File: config.mk
export PLATFORM = sky130hd
export DESIGN_NAME = uart_rx_param
export DESIGN_NICKNAME = d
export VERILOG_FILES = /design/src/rtl/uart_rx_param.sv
export SDC_FILE = /design/constraint.sdc
export NUM_CORES = 1
export LEC_CHECK = 0
export CAP_MARGIN = 5
export CORE_ASPECT_RATIO = 1.1
export CORE_MARGIN = 10
export CORE_UTILIZATION = 55
export CTS_CLUSTER_SIZE = 28
export DETAILED_ROUTE_END_ITERATION = 10
export DONT_BUFFER_PORTS = 1
export PLACE_DENSITY = 0.73
export SLEW_MARGIN = 20
export SYNTH_ARGS = -nofsm -noshare
export SYNTH_HDL_FRONTEND = slang
export SYNTH_SLANG_ARGS = --single-unit
File: constraint.sdc
create_clock -name i_Clock -period 2 [get_ports i_Clock]
set_input_delay 0.4 -clock i_Clock [delete_from_list [all_inputs] [get_ports i_Clock]]
set_output_delay 0.4 -clock i_Clock [all_outputs]
set_load 0.01 [all_outputs]
File: src/rtl/uart_rx_param.sv
// uart_rx_param: UART receiver with one-word valid/ready holding register and per-frame error flags.
// Parity bit reception and checking is enabled by defining UART_RX_PARITY_EN.
module uart_rx_param #(
  parameter int CLKS_PER_BIT = 87,
  parameter int DATA_BITS    = 8,
  parameter int STOP_BITS    = 1,
  parameter int PARITY_ODD   = 0
) (
  input  logic                 i_Clock,
  input  logic                 rst,
  input  logic                 i_Rx_Serial,
  input  logic                 i_Ready,
  output logic                 o_Valid,
  output logic [DATA_BITS-1:0] o_Data,
  output logic                 o_Parity_Err,
  output logic                 o_Frame_Err,
  output logic                 o_Overrun,
  output logic                 o_Busy
);
  localparam int CW = $clog2(CLKS_PER_BIT);
  localparam logic [CW-1:0] CNT_LAST = CW'(CLKS_PER_BIT - 1);
  localparam logic [CW-1:0] CNT_HALF = CW'((CLKS_PER_BIT - 1) / 2);
  localparam logic [3:0] DATA_LAST = 4'(DATA_BITS - 1);
  localparam logic [3:0] STOP_LAST = 4'(STOP_BITS - 1);
  typedef enum logic [2:0] {
    IDLE, START, DATA,
`ifdef UART_RX_PARITY_EN
    PARITY,
`endif
    STOP
  } state_t;
  state_t state_q, state_d;
  logic [1:0] sync_q;
  logic [CW-1:0] cnt_q, cnt_d;
  logic [3:0] idx_q, idx_d;
  logic [DATA_BITS-1:0] shift_q, shift_d, data_q, data_d;
  logic ferr_q, ferr_d, out_ferr_q, out_ferr_d;
  logic valid_q, valid_d, overrun_q, overrun_d;
  logic rx_s, tick, done, load;
`ifdef UART_RX_PARITY_EN
  logic perr_q, perr_d, out_perr_q, out_perr_d;
`endif
  assign rx_s = sync_q[1];
  assign tick = cnt_q == CNT_LAST;
  assign done = state_q == STOP && tick && idx_q == STOP_LAST;
  assign load = done && (!valid_q || i_Ready);
  always_ff @(posedge i_Clock or negedge rst)
    if (!rst) begin
      state_q    <= IDLE;
      sync_q     <= 2'b11;
      cnt_q      <= '0;
      idx_q      <= '0;
      shift_q    <= '0;
      data_q     <= '0;
      ferr_q     <= 1'b0;
      out_ferr_q <= 1'b0;
      valid_q    <= 1'b0;
      overrun_q  <= 1'b0;
`ifdef UART_RX_PARITY_EN
      perr_q     <= 1'b0;
      out_perr_q <= 1'b0;
`endif
    end else begin
      state_q    <= state_d;
      sync_q     <= {sync_q[0], i_Rx_Serial};
      cnt_q      <= cnt_d;
      idx_q      <= idx_d;
      shift_q    <= shift_d;
      data_q     <= data_d;
      ferr_q     <= ferr_d;
      out_ferr_q <= out_ferr_d;
      valid_q    <= valid_d;
      overrun_q  <= overrun_d;
`ifdef UART_RX_PARITY_EN
      perr_q     <= perr_d;
      out_perr_q <= out_perr_d;
`endif
    end
  always_comb begin
    state_d = state_q;
    case (state_q)
      IDLE:  state_d = rx_s ? IDLE : START;
      START: if (cnt_q == CNT_HALF) state_d = rx_s ? IDLE : DATA;
      DATA:  if (tick && idx_q == DATA_LAST)
`ifdef UART_RX_PARITY_EN
        state_d = PARITY;
      PARITY: if (tick) state_d = STOP;
`else
        state_d = STOP;
`endif
      STOP:  if (done) state_d = IDLE;
      default: state_d = IDLE;
    endcase
  end
  // Counter and bit index restart on every state change, so each phase counts from zero.
  always_comb begin
    cnt_d      = (state_q != state_d || state_q == IDLE || tick) ? '0 : cnt_q + CW'(1);
    idx_d      = (state_q != state_d || state_q == IDLE) ? '0 : tick ? idx_q + 4'd1 : idx_q;
    shift_d    = (state_q == DATA && tick) ? {rx_s, shift_q[DATA_BITS-1:1]} : shift_q;
    ferr_d     = state_q == START ? 1'b0 : (state_q == STOP && tick && !rx_s) ? 1'b1 : ferr_q;
    data_d     = load ? shift_q : data_q;
    out_ferr_d = load ? (ferr_q | ~rx_s) : out_ferr_q;
    valid_d    = load | (valid_q & ~i_Ready);
    overrun_d  = overrun_q | (done & ~load);
`ifdef UART_RX_PARITY_EN
    perr_d     = (state_q == PARITY && tick) ? ^{shift_q, rx_s, PARITY_ODD[0]} : perr_q;
    out_perr_d = load ? perr_q : out_perr_q;
`endif
  end
  assign o_Valid     = valid_q;
  assign o_Data      = data_q;
  assign o_Frame_Err = out_ferr_q;
  assign o_Overrun   = overrun_q;
  assign o_Busy      = state_q != IDLE;
`ifdef UART_RX_PARITY_EN
  assign o_Parity_Err = out_perr_q;
`else
  assign o_Parity_Err = 1'b0 & PARITY_ODD[0];
`endif
endmodule
==> impl_metrics.toml <==
[timing]
final_max_slew_viol_count = 0
finClkSkew_ps = 10.3
fmax_ghz = 0.502
finalSetupViolations = 0
period_share_pct = 99.5
finalHoldViolations = 0
rsz0062_at_grt = "yes"
period_minus_slack_ps = 1990

[layout]
fillerInstances = 220
syn2layout_area_growth_pct = 14.0
drive_above_1_share_pct = 31.4
diodes = 0
final_nets = 160
seq_area_sq_um = 903
multi_input_area_sq_um = 701
finalNonFillerCells = 186
final_util_pct = 66.5
design_area_sq_mm = 0.00188

[clocking]
clockBufferDepth = 2
worstSkewPairLatency_ps = 340
numCtsBuffers = 5
cts.clk_slew.worst_paths_ps = 100
root_buffer = "clkbuf_4"
cts.sinks = 36
cts_tree = "yes"
htreeDepth = 2

[power]
ir_worst_vdd_uv = 561
p_leak_uw = 0.000904
p_per_area_mw_per_mm2 = 687

[synth]
synth.distinct_cells = 40
yosys_warnings = 0
avgSynthCellArea_sq_um = 12.4
synth-edff-count = 0
synth_seq_area_share_pct = 54.8
ys.flop_type = "dfrtp_1"
async_flop_share_pct = 100
synth_cells = 133
synthesis.area_sq_mm = 0.00165
yosys_register_bits = 36

[floorplan]
die_x_um = 72.2
row_count = 20
die_h_um = 77.4
initial_core_util_pct = 58.3
dieArea_sq_mm = 0.00559
core_area_sq_mm = 0.00283
num_io_pins = 17

[drt]
drc = 0
wl_mm = 2.91
post_drt_wl_per_cell_um = 15.6
ant_nets = 0
drt_iter0_drc = 53
vias_per_cell = 5.59
vias = 1039
dr.pass1.iters = 4

[worst_setup_path]
start_kind = "flop"
slowest_delay_ps = 400
worstPathMaxFanout = 9
crit_type = "flop to flop"
required_ps = 2230
worst_path_max_delay_cell = "dfrtp_1"
crit_path_end_kind = "flop"
arrival_ps = 2220
crit_chain = "inv_1 -> ha_2 -> and4b_4 -> and3_4 -> or3b_1 -> buf_6 -> mux2_4"

[global_routing]
grt_pass1_wl_mm = 4.93
antenna_found_initial = 0
grt_max_degree = 37
grtUsageMet2_pct = 16.1
busiest_layer = "met2"
grtUsageMet3_pct = 5.98
grt_pass1_vias = 1065
overflow = 0
grtUsageTotal_pct = 10.9
grt_util_met1_pct = 12.7

[placement]
io_buffer_count = 0
dp_hpwl_mm = 2.06
place_congestion = 0.813
dp_cells = 174
placed_area_sq_mm = 0.00175

[job]
cap_violations = 0

[outcome]
outcome = "finished clean"

[worst_hold_path]
min_path_type = "primary input to flop"
-- synth_stat cells, types with 2 or more instances --
| cell | number | area (sq um) |
|---|---|---|
| xor2_1 | 3 | 26.3 |
| nor2b_1 | 2 | 12.5 |
| nand3_1 | 6 | 30.0 |
| inv_1 | 6 | 22.5 |
| a21oi_1 | 3 | 15.0 |
| nand2_1 | 4 | 15.0 |
| nor2_1 | 17 | 63.8 |
| mux2_2 | 8 | 90.1 |
| dfrtp_1 | 34 | 851 |
| ha_1 | 4 | 50.1 |
| a31oi_1 | 2 | 12.5 |
| xnor2_1 | 5 | 43.8 |
| nor3_1 | 2 | 10.0 |
| dfstp_2 | 2 | 52.6 |
| mux2_4 | 9 | 135 |
| o21ai_0 | 2 | 10.0 |
-- through the flow --
stage | hold WS, ps | power [uW] | worst slack [ps] | setup TNS (ps)
floorplan | 104 | 772 | 24.2 | 0
global placement | 106 | 779 | 49.5 | 0
detailed placement | 106 | 781 | 8.76 | 0
CTS | 33.3 | 1310 | 14.2 | 0
global route | 18.2 | 1350 | -68.4 | -499
finish | 51.6 | 1290 | 9.79 | 0
-- report_power, final --
group	internal, uW	switching, uW
logic	17.1	29.3
clock network	260	242
registers	735	6.94
-- placed cells by master (no fill, tap or decap), types with 2 or more instances in the layout --
cell type,n
a21oi_1,3
a31oi_1,2
buf_4,12
clkbuf_4,5
conb_1,2
dfrtp_1,34
dfstp_2,2
ha_1,3
inv_1,5
mux2_2,8
mux2_4,9
nand2_1,4
nand3_1,6
nor2_1,17
nor2b_1,2
nor3_1,2
o21ai_0,2
xnor2_1,5
xor2_1,3
-- metal layers --
layer | part of all wire (%) | wire length [um] | vias up
met5 | 0 | 0 | -
met4 | 1.6 | 46 | 0
met3 | 8.8 | 255 | 7
met2 | 47 | 1350 | 25
met1 | 43 | 1250 | 510
li1 | - | - | 497
-- registers in the layout, indices dropped and copies added, names as in the netlist --
signal,cells
o_Data,8
shift_q,8
cnt_q,7
idx_q,4
state_q,3
sync_q,2
ferr_q,1
o_Frame_Err,1
o_Overrun,1
o_Valid,1
-- cell families after synthesis --
kind of cell / after synthesis / share of synthesized area, %
multiplexers: 17 / 13.7
AND/OR/NAND/NOR: 43 / 14.8
flip-flops: 36 / 54.8
XOR/XNOR: 8 / 4.25
other: 1 / 0.228
adder cells (fa/ha/maj): 4 / 3.04
buffers and inverters: 10 / 3.04
AO/OA/AOI/OAI: 14 / 6.15
-- worst max-delay path, delay by kind of cell (launching register included) --
family | cells | cell delay, ps
adders and majority gates | 1 | 180
buffers and inverters | 2 | 240
DFF | 1 | 400
muxes | 1 | 300
and+or+nand+nor | 3 | 770
-- worst paths after layout --
path,cells past startpoint,slack (ps),to,start
setup / recovery,7,10,o_Data[3]$_DFFE_PN0P_,cnt_q[0]$_DFF_PN0_
hold / removal,0,50,sync_q[0]$_DFF_PN1_,i_Rx_Serial
setup reg to reg,7,10,o_Data[3]$_DFFE_PN0P_,cnt_q[0]$_DFF_PN0_
hold reg to reg,0,350,sync_q[1]$_DFF_PN1_,sync_q[0]$_DFF_PN1_
max in group asynchronous,2,1250,sync_q[0]$_DFF_PN1_,rst
min in group asynchronous,2,490,idx_q[2]$_DFFE_PN0P_,rst
-- cell type report --
| cell class | instances | share of cell area, % |
|---|---|---|
| Clock buffer | 5 | 2.00 |
| Multi-Input combinational cell | 88 | 37.3 |
| Clock inverter | 3 | 2.26 |
| Sequential cell | 36 | 48.1 |
| Tap cell | 33 | 2.20 |
| Timing Repair Buffer | 15 | 6.99 |
| Inverter | 6 | 1.20 |
-- timing repair --
action,CTS,global route
buffers inserted,0,2
endpoints found under the setup margin,4,9
endpoints found under the hold margin,36,0
hold buffers,2,0
resized for setup,1,2
gates cloned,0,0
Note: power is estimated with default switching activity, not from simulation.
